`src/rtl/rv_mem_arbiter.sv`:
```
// rv_mem_arbiter: shares one single-port memory between the fetch (IF) and
// data (MEM) ports. The data port has priority, and a streak limit keeps fetch
// from starving. A registered req/ack handshake goes to the memory, and a
// one-cycle ready pulse goes back to the requesting port.
module rv_mem_arbiter #(
  parameter int unsigned ADDR_W       = 32,
  parameter int unsigned DATA_W       = 32,
  parameter int unsigned MAX_D_STREAK = 4
) (
  input  logic              clk,
  input  logic              rst,
  input  logic              if_req,
  input  logic [ADDR_W-1:0] if_addr,
  output logic [DATA_W-1:0] if_rdata,
  output logic              if_ready,
  input  logic              dm_req,
  input  logic              dm_we,
  input  logic [ADDR_W-1:0] dm_addr,
  input  logic [DATA_W-1:0] dm_wdata,
  output logic [DATA_W-1:0] dm_rdata,
  output logic              dm_ready,
  output logic              mem_req,
  output logic              mem_we,
  output logic [ADDR_W-1:0] mem_addr,
  output logic [DATA_W-1:0] mem_wdata,
  input  logic [DATA_W-1:0] mem_rdata,
  input  logic              mem_ack,
  output logic [15:0]       conflict_cnt
);

  localparam int unsigned STREAK_W = $clog2(MAX_D_STREAK + 1);
  localparam int unsigned CNT_W    = 16;

  typedef enum logic [1:0] {IDLE, BUSY_I, BUSY_D} state_t;

  state_t              state, state_nxt;
  logic [STREAK_W-1:0] d_streak;
  logic [CNT_W-1:0]    conflict_q;
  logic                if_live, dm_live;
  logic                grant_i, grant_d, contended;

  assign conflict_cnt = conflict_q;

  // A request is live unless its ready pulse is high this cycle, because that request has already been served.
  assign if_live = if_req & ~if_ready;
  assign dm_live = dm_req & ~dm_ready;

  // State register.
  always_ff @(posedge clk or posedge rst) begin
    if (rst) state <= IDLE;
    else     state <= state_nxt;
  end

  // Grant decision and next state.
  always_comb begin
    state_nxt = state;
    grant_i   = 1'b0;
    grant_d   = 1'b0;
    contended = 1'b0;
    case (state)
      IDLE: begin
        contended = if_live & dm_live;
        if (dm_live && !(if_live && d_streak == STREAK_W'(MAX_D_STREAK))) begin
          grant_d   = 1'b1;
          state_nxt = BUSY_D;
        end else if (if_live) begin
          grant_i   = 1'b1;
          state_nxt = BUSY_I;
        end
      end
      BUSY_I:  if (mem_ack) state_nxt = IDLE;
      BUSY_D:  if (mem_ack) state_nxt = IDLE;
      default: state_nxt = IDLE;
    endcase
  end

  // Memory request registers, ready pulses and read-data capture.
  always_ff @(posedge clk or posedge rst) begin
    if (rst) begin
      mem_req   <= 1'b0;
      mem_we    <= 1'b0;
      mem_addr  <= '0;
      mem_wdata <= '0;
      if_ready  <= 1'b0;
      dm_ready  <= 1'b0;
      if_rdata  <= '0;
      dm_rdata  <= '0;
    end else begin
      if_ready <= 1'b0;
      dm_ready <= 1'b0;
      if (grant_d) begin
        mem_req   <= 1'b1;
        mem_we    <= dm_we;
        mem_addr  <= dm_addr;
        mem_wdata <= dm_wdata;
      end else if (grant_i) begin
        mem_req  <= 1'b1;
        mem_we   <= 1'b0;
        mem_addr <= if_addr;
      end
      if (mem_ack && state == BUSY_I) begin
        mem_req  <= 1'b0;
        mem_we   <= 1'b0;
        if_ready <= 1'b1;
        if_rdata <= mem_rdata;
      end
      if (mem_ack && state == BUSY_D) begin
        mem_req  <= 1'b0;
        mem_we   <= 1'b0;
        dm_ready <= 1'b1;
        if (!mem_we) dm_rdata <= mem_rdata;
      end
    end
  end

  // Count consecutive data grants that were made while fetch was waiting.
  // A data grant with fetch live implies d_streak < MAX_D_STREAK, so the counter cannot overflow.
  always_ff @(posedge clk or posedge rst) begin
    if (rst) begin
      d_streak <= '0;
    end else if (grant_i) begin
      d_streak <= '0;
    end else if (grant_d) begin
      if (if_live) d_streak <= d_streak + STREAK_W'(1);
      else         d_streak <= '0;
    end
  end

  // Saturating count of IDLE cycles in which both ports were contending.
  always_ff @(posedge clk or posedge rst) begin
    if (rst)                                            conflict_q <= '0;
    else if (contended && conflict_q != {CNT_W{1'b1}})  conflict_q <= conflict_q + CNT_W'(1);
  end

endmodule

```
`config.mk`:
```
export PLATFORM = sky130hd
export DESIGN_NAME = rv_mem_arbiter
export DESIGN_NICKNAME = d
export VERILOG_FILES = /design/src/rtl/rv_mem_arbiter.sv
export SDC_FILE = /design/constraint.sdc
export NUM_CORES = 1
export LEC_CHECK = 0
export CAP_MARGIN = 20
export CORE_UTILIZATION = 30
export CTS_BUF_LIST = sky130_fd_sc_hd__clkbuf_8
export DETAILED_ROUTE_END_ITERATION = 10
export SYNTH_ARGS = -nofsm -noshare
export SYNTH_HDL_FRONTEND = slang
export SYNTH_SLANG_ARGS = --single-unit
export TNS_END_PERCENT = 10
```
`constraint.sdc`:
```
create_clock -name clk -period 5.9 [get_ports clk]
set_clock_uncertainty 0.05 [all_clocks]
set_input_delay 0.885 -clock clk [delete_from_list [all_inputs] [get_ports clk]]
set_output_delay 0.885 -clock clk [all_outputs]
set_load 0.1 [all_outputs]
```
==> results.json, run 1 <==
{
  "grt_usage_pct": 15.7,
  "arrival_ps": 2150,
  "dominantRegCellSynth": "dfrtp_1",
  "wl_um": 16700,
  "clk_pin_slew_ps": 90,
  "h-tree-depth": 4,
  "whs_ps": 432,
  "crit_path_cell_trace": "clkdlybuf4s50_1",
  "tightestPinTransition_ps": 1050,
  "ios": 282,
  "tns_ps": 0,
  "period_needed_ps": 3080,
  "finalHoldViolCount": 0,
  "fmaxAchievable_mhz": 324,
  "met1_length_um": 6590,
  "worst-path-buf-inv": 1,
  "gp_congestion": 0.759,
  "relSlewSlack_pct": 29.9,
  "crit_family": "buffers and inverters",
  "clk_latency_ps": 440,
  "critPathCaptureType": "primary output",
  "yosysSeqAreaShare_pct": 60.2,
  "startpoint": "conflict_cnt[2]",
  "top_layer_used": "met4",
  "worstSetupPathType": "reg2out",
  "diodes": 0,
  "drive_above_1_share_pct": 18.2,
  "synth_edf_count": 0,
  "setup_violations": 0,
  "cts.sinks": 153,
  "die_h_um": 148,
  "drv_cap": 0,
  "cp-start-kind": "flop",
  "syn_inst": 466,
  "grt_max_degree": 108,
  "min_from": "mem_addr[15]",
  "slowest_delay_ps": 1200,
  "synth_area_um2": 6360,
  "first_iter_violations": 127,
  "required_ps": 4970,
  "holdCritPathClass": "reg2reg",
  "die_area_um2": 21800,
  "post_synth_num_cell_types": 44,
  "cts_hold_buffers": 0,
  "timing.final.crit_share_pct": 52.3,
  "start_util_pct": 31.0,
  "drc": 0,
  "cts_resized": 0,
  "route.met2.wl_um": 8350,
  "synth_area_per_cell_um2": 13.6,
  "core_area_um2": 20500,
  "rsz0062_at_grt": "no",
  "utilization_pct": 47.9,
  "max-clock-path-buffers": 2,
  "critPathSlowestCell": "clkdlybuf4s50_1",
  "ctsRootBufferMaster": "clkbuf_8",
  "die_x_um": 148,
  "grt_pass1_vias": 4963,
  "hpwl_um": 12100,
  "cts_made_buffers": 17,
  "post_cts_buffers": 0,
  "synth_seq_cells": 153,
  "fin_area_um2": 9810,
  "status": "finished, final reports clean",
  "numPortBuffers": 281,
  "fin_nets": 891,
  "fill_cells": 1842,
  "row_count": 52,
  "cts_tree": "done",
  "vias_per_cell": 4.51,
  "placed_area_um2": 9430,
  "wl_met3_um": 1500,
  "grt_antenna_before_repair": 0,
  "grt.overflow.total": 0,
  "r2r_start": "state[0]",
  "dr_total_vias": 4663,
  "yosys_warnings": 0,
  "crit_fanout": 8,
  "async_flop_share_pct": 100,
  "areaGrowthSynthToFinish_pct": 54.3,
  "drv_slew": 0,
  "grt_pass1_wl_um": 26600,
  "drt_pass1_iterations": 4,
  "antenna_left": 0,
  "wl_per_cell_um": 16.1,
  "syn-num-nets": 606
}
-- flip-flops by register name (all words and copies together) (netlist names) --
register,cells
dm_ready,1
state,2
mem_wdata,32
d_streak,3
conflict_cnt,16
mem_addr,32
mem_we,1
if_rdata,32
dm_rdata,32
mem_req,1
if_ready,1
-- routing by layer --
layer	track usage, %	up-vias
li1	-	2207
met1	17.8	2274
met2	27.1	166
met3	5.96	16
met4	4.85	0
met5	0	-
-- cells by family (layout without fill, tap and decap cells) --
group | after synthesis | in the layout | share of synthesized area, %
AOI/OAI and AO/OA | 50 | 50 | 4.76
xor gates and xnor gates | 10 | 10 | 1.38
adders and majority gates | 6 | 6 | 1.18
buffers and inverters | 30 | 327 | 2.62
DFF | 153 | 153 | 60.2
muxes | 131 | 131 | 22.7
and+or+nand+nor | 86 | 86 | 7.10
-- per-stage QoR --
step           setup WS [ps]  std cells
3_5_place_dp            2540       1001
2_1_floorplan            844        466
3_3_place_gp            2590       1001
6_report                2820       1033
4_1_cts                 2770       1032
5_1_grt                 2730       1033
-- worst paths after layout --
path / endpoint / slack [ps] / cells after the start
hold reg to reg: mem_addr[15] / 430 / 2
setup / recovery: conflict_cnt[2] / 2820 / 1
hold / removal: mem_addr[15] / 430 / 2
max in group asynchronous: state[0] / 4000 / 3
setup reg to reg: dm_rdata[26] / 3510 / 6
min in group asynchronous: mem_wdata[31] / 810 / 2
-- cells in the final DEF, fill, tap and decap left out, drive strengths merged, types with 3 or more instances in the layout --
cell / Yosys / layout
and3: 5 / 5
buf: 14 / 6
inv: 9 / 15
mux2: 99 / 99
nor3: 4 / 4
mux2i: 32 / 32
dfrtp: 153 / 153
clkinv: 0 / 3
a31oi: 3 / 3
xnor2: 8 / 8
clkbuf: 7 / 17
nand2: 49 / 49
ha: 6 / 6
clkdlybuf4s50: 0 / 281
clkinvlp: 0 / 5
o21ai: 37 / 37
nor4: 3 / 3
nor2: 3 / 3
nand3: 9 / 9
nand4: 5 / 5
-- cell type report --
| type | instances | area, um2 | area share [%] |
|---|---|---|---|
| sequential | 153 | 3830 | 39.0 |
| timing repair buffer | 287 | 2880 | 29.3 |
| multi-input combinational | 283 | 2380 | 24.2 |
| tap | 270 | 338 | 3.44 |
| clock buffer | 17 | 234 | 2.38 |
| clock inverter | 14 | 115 | 1.17 |
| inverter | 9 | 38.8 | 0.395 |
-- synthesized netlist by cell type (2+ instances only) --
library cell	count	area, um2
nor4_1	3	18.8
dfrtp_1	153	3830
clkbuf_1	7	26.3
nand2_1	48	180
nand2b_1	2	12.5
mux2i_1	32	320
buf_6	6	67.6
and3_1	5	31.3
nor2_1	3	11.3
nor2b_1	2	12.5
nand3_1	6	30.0
inv_1	9	33.8
nor3_1	2	10.0
mux2_2	87	980
xnor2_1	8	70.1
nand4_1	5	31.3
xor2_1	2	17.5
o21ai_1	13	65.1
o21ai_2	2	17.5
a21oi_1	2	10.0
nand3_4	2	35.0
a31oi_1	2	12.5
mux2_1	9	101
buf_2	4	20.0
o21ai_0	22	110
mux2_4	3	45.0
buf_1	3	11.3
ha_1	6	75.1
and4_4	2	22.5
o21a_1	2	15.0
Power of run 1 is not shown: default switching activity piles up to over one toggle a cycle in this logic, so the estimate is an artifact.
==> inputs of run 2 (changes only) <==
==> constraint.sdc (replaced) <==
create_clock -name clk -period 2.5 [get_ports clk]
set_clock_uncertainty 0.05 [all_clocks]
set_input_delay 0.375 -clock clk [delete_from_list [all_inputs] [get_ports clk]]
set_output_delay 0.375 -clock clk [all_outputs]
set_load 0.1 [all_outputs]
==> results.json, run 2 (synthesis gave the netlist of run 1 again) <==
{
  "status": "finished, final reports clean",
  "fmaxAchievable_mhz": 491,
  "worstSetupPathType": "reg2reg",
  "die_h_um": 148,
  "cts_resized": 0,
  "path_depth": 6,
  "cts_tree": "done",
  "drv_cap": 0,
  "relSlewSlack_pct": 64.4,
  "r2r_cells": 6,
  "cts_made_buffers": 17,
  "cp-endpoint": "conflict_cnt[12]",
  "tns_ps": 0,
  "final_cell_mix": "dfrtp_1 (153), buf_4 (153), clkdlybuf4s50_1 (133), mux2_2 (87), nand2_1 (48)",
  "areaGrowthSynthToFinish_pct": 50.7,
  "row_count": 52,
  "worst-path-buf-inv": 1,
  "fin_cells": 1038,
  "clk_pin_slew_ps": 90,
  "grt_max_degree": 65,
  "h-tree-depth": 4,
  "start_util_pct": 31.0,
  "critPathCaptureType": "flop",
  "grt_antenna_before_repair": 0,
  "drive_above_1_share_pct": 38.0,
  "crit_path_cell_trace": "inv_1 > ha_1 > nand3_4 > nor4_1 > nand3_1 > o21a_1",
  "grt_pass1_wl_um": 26700,
  "wl_per_cell_um": 16.0,
  "cts_hold_buffers": 0,
  "gp_congestion": 0.787,
  "finalHoldViolCount": 0,
  "clk_latency_ps": 440,
  "r2r_end": "conflict_cnt[12]",
  "dr_total_vias": 4667,
  "timing.final.crit_share_pct": 81.5,
  "hpwl_um": 12500,
  "critPathSlowestCell": "nor4_1",
  "drt_pass1_iterations": 4,
  "grt_pass1_vias": 5035,
  "ios": 282,
  "wl_um": 16700,
  "max-clock-path-buffers": 2,
  "r2r_start": "state[1]",
  "setup_violations": 0,
  "slowest_delay_ps": 460,
  "arrival_ps": 2320,
  "cts.sinks": 153,
  "holdCritPathClass": "in2async",
  "startpoint": "state[1]",
  "die_area_um2": 21800,
  "first_iter_violations": 115,
  "grt_usage_pct": 15.8,
  "antenna_left": 0,
  "crit_family": "simple AND/OR/NAND/NOR gates",
  "core_area_um2": 20500,
  "drv_slew": 0,
  "r2r_slack_ps": 460,
  "cp-start-kind": "flop",
  "required_ps": 2790,
  "dp.cells": 1007,
  "fin_nets": 896,
  "grt.overflow.total": 0,
  "drc": 0,
  "crit_fanout": 7,
  "ctsRootBufferMaster": "clkbuf_8",
  "rsz0062_at_grt": "no",
  "die_x_um": 148,
  "numPortBuffers": 281,
  "period_needed_ps": 2040,
  "tightestPinTransition_ps": 533,
  "diodes": 0,
  "vias_per_cell": 4.50,
  "post_cts_buffers": 0
}
run 2: cell count changes in the layout (fill, tap and decap cells not counted), sizes merged:
cell and change:
inv -3, clkbuf +2, buf +153, clkdlybuf4s50 -148, bufinv +2, clkinvlp -1
run 2: cell type report:
type,count,area [um2]
clock buffers,19,262
clock inverters,12,140
fillers,1896,10900
inverters,9,37.5
multi-input cells,283,2380
flip-flops and latches,153,3830
well taps,270,338
repair buffers,292,2600
run 2: worst min-delay path by stage:
stage	from	end	slack [ps]
finish	rst	mem_wdata[12]	270
global route	rst	mem_wdata[12]	270
CTS	rst	mem_wdata[12]	250
detailed placement	mem_addr[23]	mem_addr[23]	420
global placement	mem_addr[23]	mem_addr[23]	420
floorplan	d_streak[2]	d_streak[2]	400
run 2: routing by layer:
layer | track usage [%] | wire length, um | up-vias
met4 | 4.54 | 197 | 0
met1 | 18.0 | 6520 | 2264
met5 | 0 | 0 | -
met2 | 27.5 | 8490 | 169
met3 | 5.93 | 1440 | 13
li1 | - | - | 2221
run 2: per-stage QoR:
stage	util [%]	hold WS (ps)	cell area [um2]	worst slack, ps
finish	46.8	273	9580	464
global route	46.8	271	9580	314
CTS	46.8	253	9580	459
detailed placement	44.8	424	9180	275
global placement	44.8	416	9180	313
floorplan	-	401	6360	144
Power of run 2 is left out for the same reason.
==> inputs of run 3 (changes only) <==
==> constraint.sdc (replaced) <==
create_clock -name clk -period 2 [get_ports clk]
set_clock_uncertainty 0.05 [all_clocks]
set_input_delay 0.3 -clock clk [delete_from_list [all_inputs] [get_ports clk]]
set_output_delay 0.3 -clock clk [all_outputs]
set_load 0.1 [all_outputs]
==> results.json, run 3 (synthesis gave the netlist of run 1 again) <==
{
  "status": "finished, final reports clean",
  "fill_cells": 1885,
  "gp_congestion": 0.776,
  "placed_area_um2": 9360,
  "slowest_delay_ps": 410,
  "die_x_um": 148,
  "multi_input_area_um2": 2380,
  "r2r_cells": 7,
  "fin_area_um2": 9750,
  "die_h_um": 148,
  "clk_latency_ps": 430,
  "critPathSlowestCell": "dfrtp_1",
  "grt.overflow.total": 0,
  "cp-start-kind": "flop",
  "die_area_um2": 21800,
  "ios": 282,
  "cts_hold_buffers": 0,
  "row_count": 52,
  "grt_usage_pct": 15.7,
  "dp.cells": 1016,
  "timing.final.crit_share_pct": 94.2,
  "relSlewSlack_pct": 66.8,
  "seq_area_um2": 3830,
  "final_cell_mix": "dfrtp_1 (153), buf_4 (153), clkdlybuf4s50_1 (133), mux2_2 (87), nand2_1 (48)",
  "worstSetupPathType": "reg2reg",
  "drive_above_1_share_pct": 38.2,
  "grt_pass1_wl_um": 26700,
  "r2r_end": "mem_wdata[24]",
  "rsz0062_at_grt": "no",
  "fmaxAchievable_mhz": 531,
  "drv_cap": 0,
  "grt_pass1_vias": 5250,
  "h-tree-depth": 4,
  "wl_per_cell_um": 16.0,
  "cts_tree": "done",
  "wl_um": 16700,
  "start_util_pct": 31.0,
  "tns_ps": 0,
  "required_ps": 2260,
  "post_cts_buffers": 0,
  "holdCritPathClass": "in2async",
  "dr_total_vias": 4735,
  "first_iter_violations": 119,
  "setup_violations": 0,
  "fin_cells": 1046,
  "areaGrowthSynthToFinish_pct": 53.3,
  "clk_pin_slew_ps": 80,
  "worst-path-buf-inv": 2,
  "drv_slew": 0,
  "cts.sinks": 153,
  "r2r_slack_ps": 120,
  "drt_pass1_iterations": 4,
  "arrival_ps": 2140,
  "period_needed_ps": 1880,
  "grt_max_degree": 90,
  "crit_path_cell_trace": "inv_1 > ha_1 > nand2_1 > o21a_1 > nand2_2 > buf_12 > mux2_1",
  "cts_resized": 0,
  "fin_nets": 905,
  "finalHoldViolCount": 0,
  "max-clock-path-buffers": 2,
  "cts_made_buffers": 17,
  "drc": 0,
  "vias_per_cell": 4.53,
  "tightestPinTransition_ps": 498,
  "utilization_pct": 47.6,
  "crit_fanout": 32,
  "core_area_um2": 20500,
  "hpwl_um": 12700,
  "grt_antenna_before_repair": 1,
  "numPortBuffers": 281,
  "antenna_left": 0,
  "crit_family": "flip-flops",
  "ctsRootBufferMaster": "clkbuf_8",
  "r2r_start": "d_streak[0]",
  "critPathCaptureType": "flop"
}
## run 3: worst max path at each step
stage                     slack, ps            start  depth (start not counted)                to
after floorplan                -300  conflict_cnt[3]                          5  conflict_cnt[11]
after global placement         -100           dm_req                          6  conflict_cnt[11]
after detailed placement       -120           dm_req                          5   conflict_cnt[1]
after CTS                       110      d_streak[0]                          7     mem_wdata[24]
after global routing             10      d_streak[0]                          7     mem_wdata[24]
final                           120      d_streak[0]                          7     mem_wdata[24]
## run 3: layer usage
metal  GRT usage (%)  share of wire, %  vias up
li1                -                 -     2230
met3            5.22               8.6       24
met1            17.4                39     2300
met4            6.65               2.5        0
met5               0                 0        -
met2            27.5                50      181
## run 3: worst register-to-register path: stages, from the launching register on
cell	delay, ps
dfrtp_1	410
inv_1	70
ha_1	160
nand2_1	140
o21a_1	250
nand2_2	100
buf_12	200
mux2_1	380
## run 3: final cells by class
class / count / area share [%]
flip-flops and latches: 153 / 39.3
repair buffers: 301 / 28.5
inverters: 9 / 0.385
clock inverters: 11 / 1.39
multi-input cells: 283 / 24.4
clock buffers: 18 / 2.54
well taps: 270 / 3.47
diodes: 1 / 0.0257
## run 3: metrics by stage
step                      hold WS [ps]  setup WS (ps)
after global routing              56.7           13.3
after CTS                         46.8            114
after floorplan                    382           -297
after detailed placement           424           -116
after global placement             416          -95.9
final                             75.6            116
Power of run 3 is left out for the same reason.
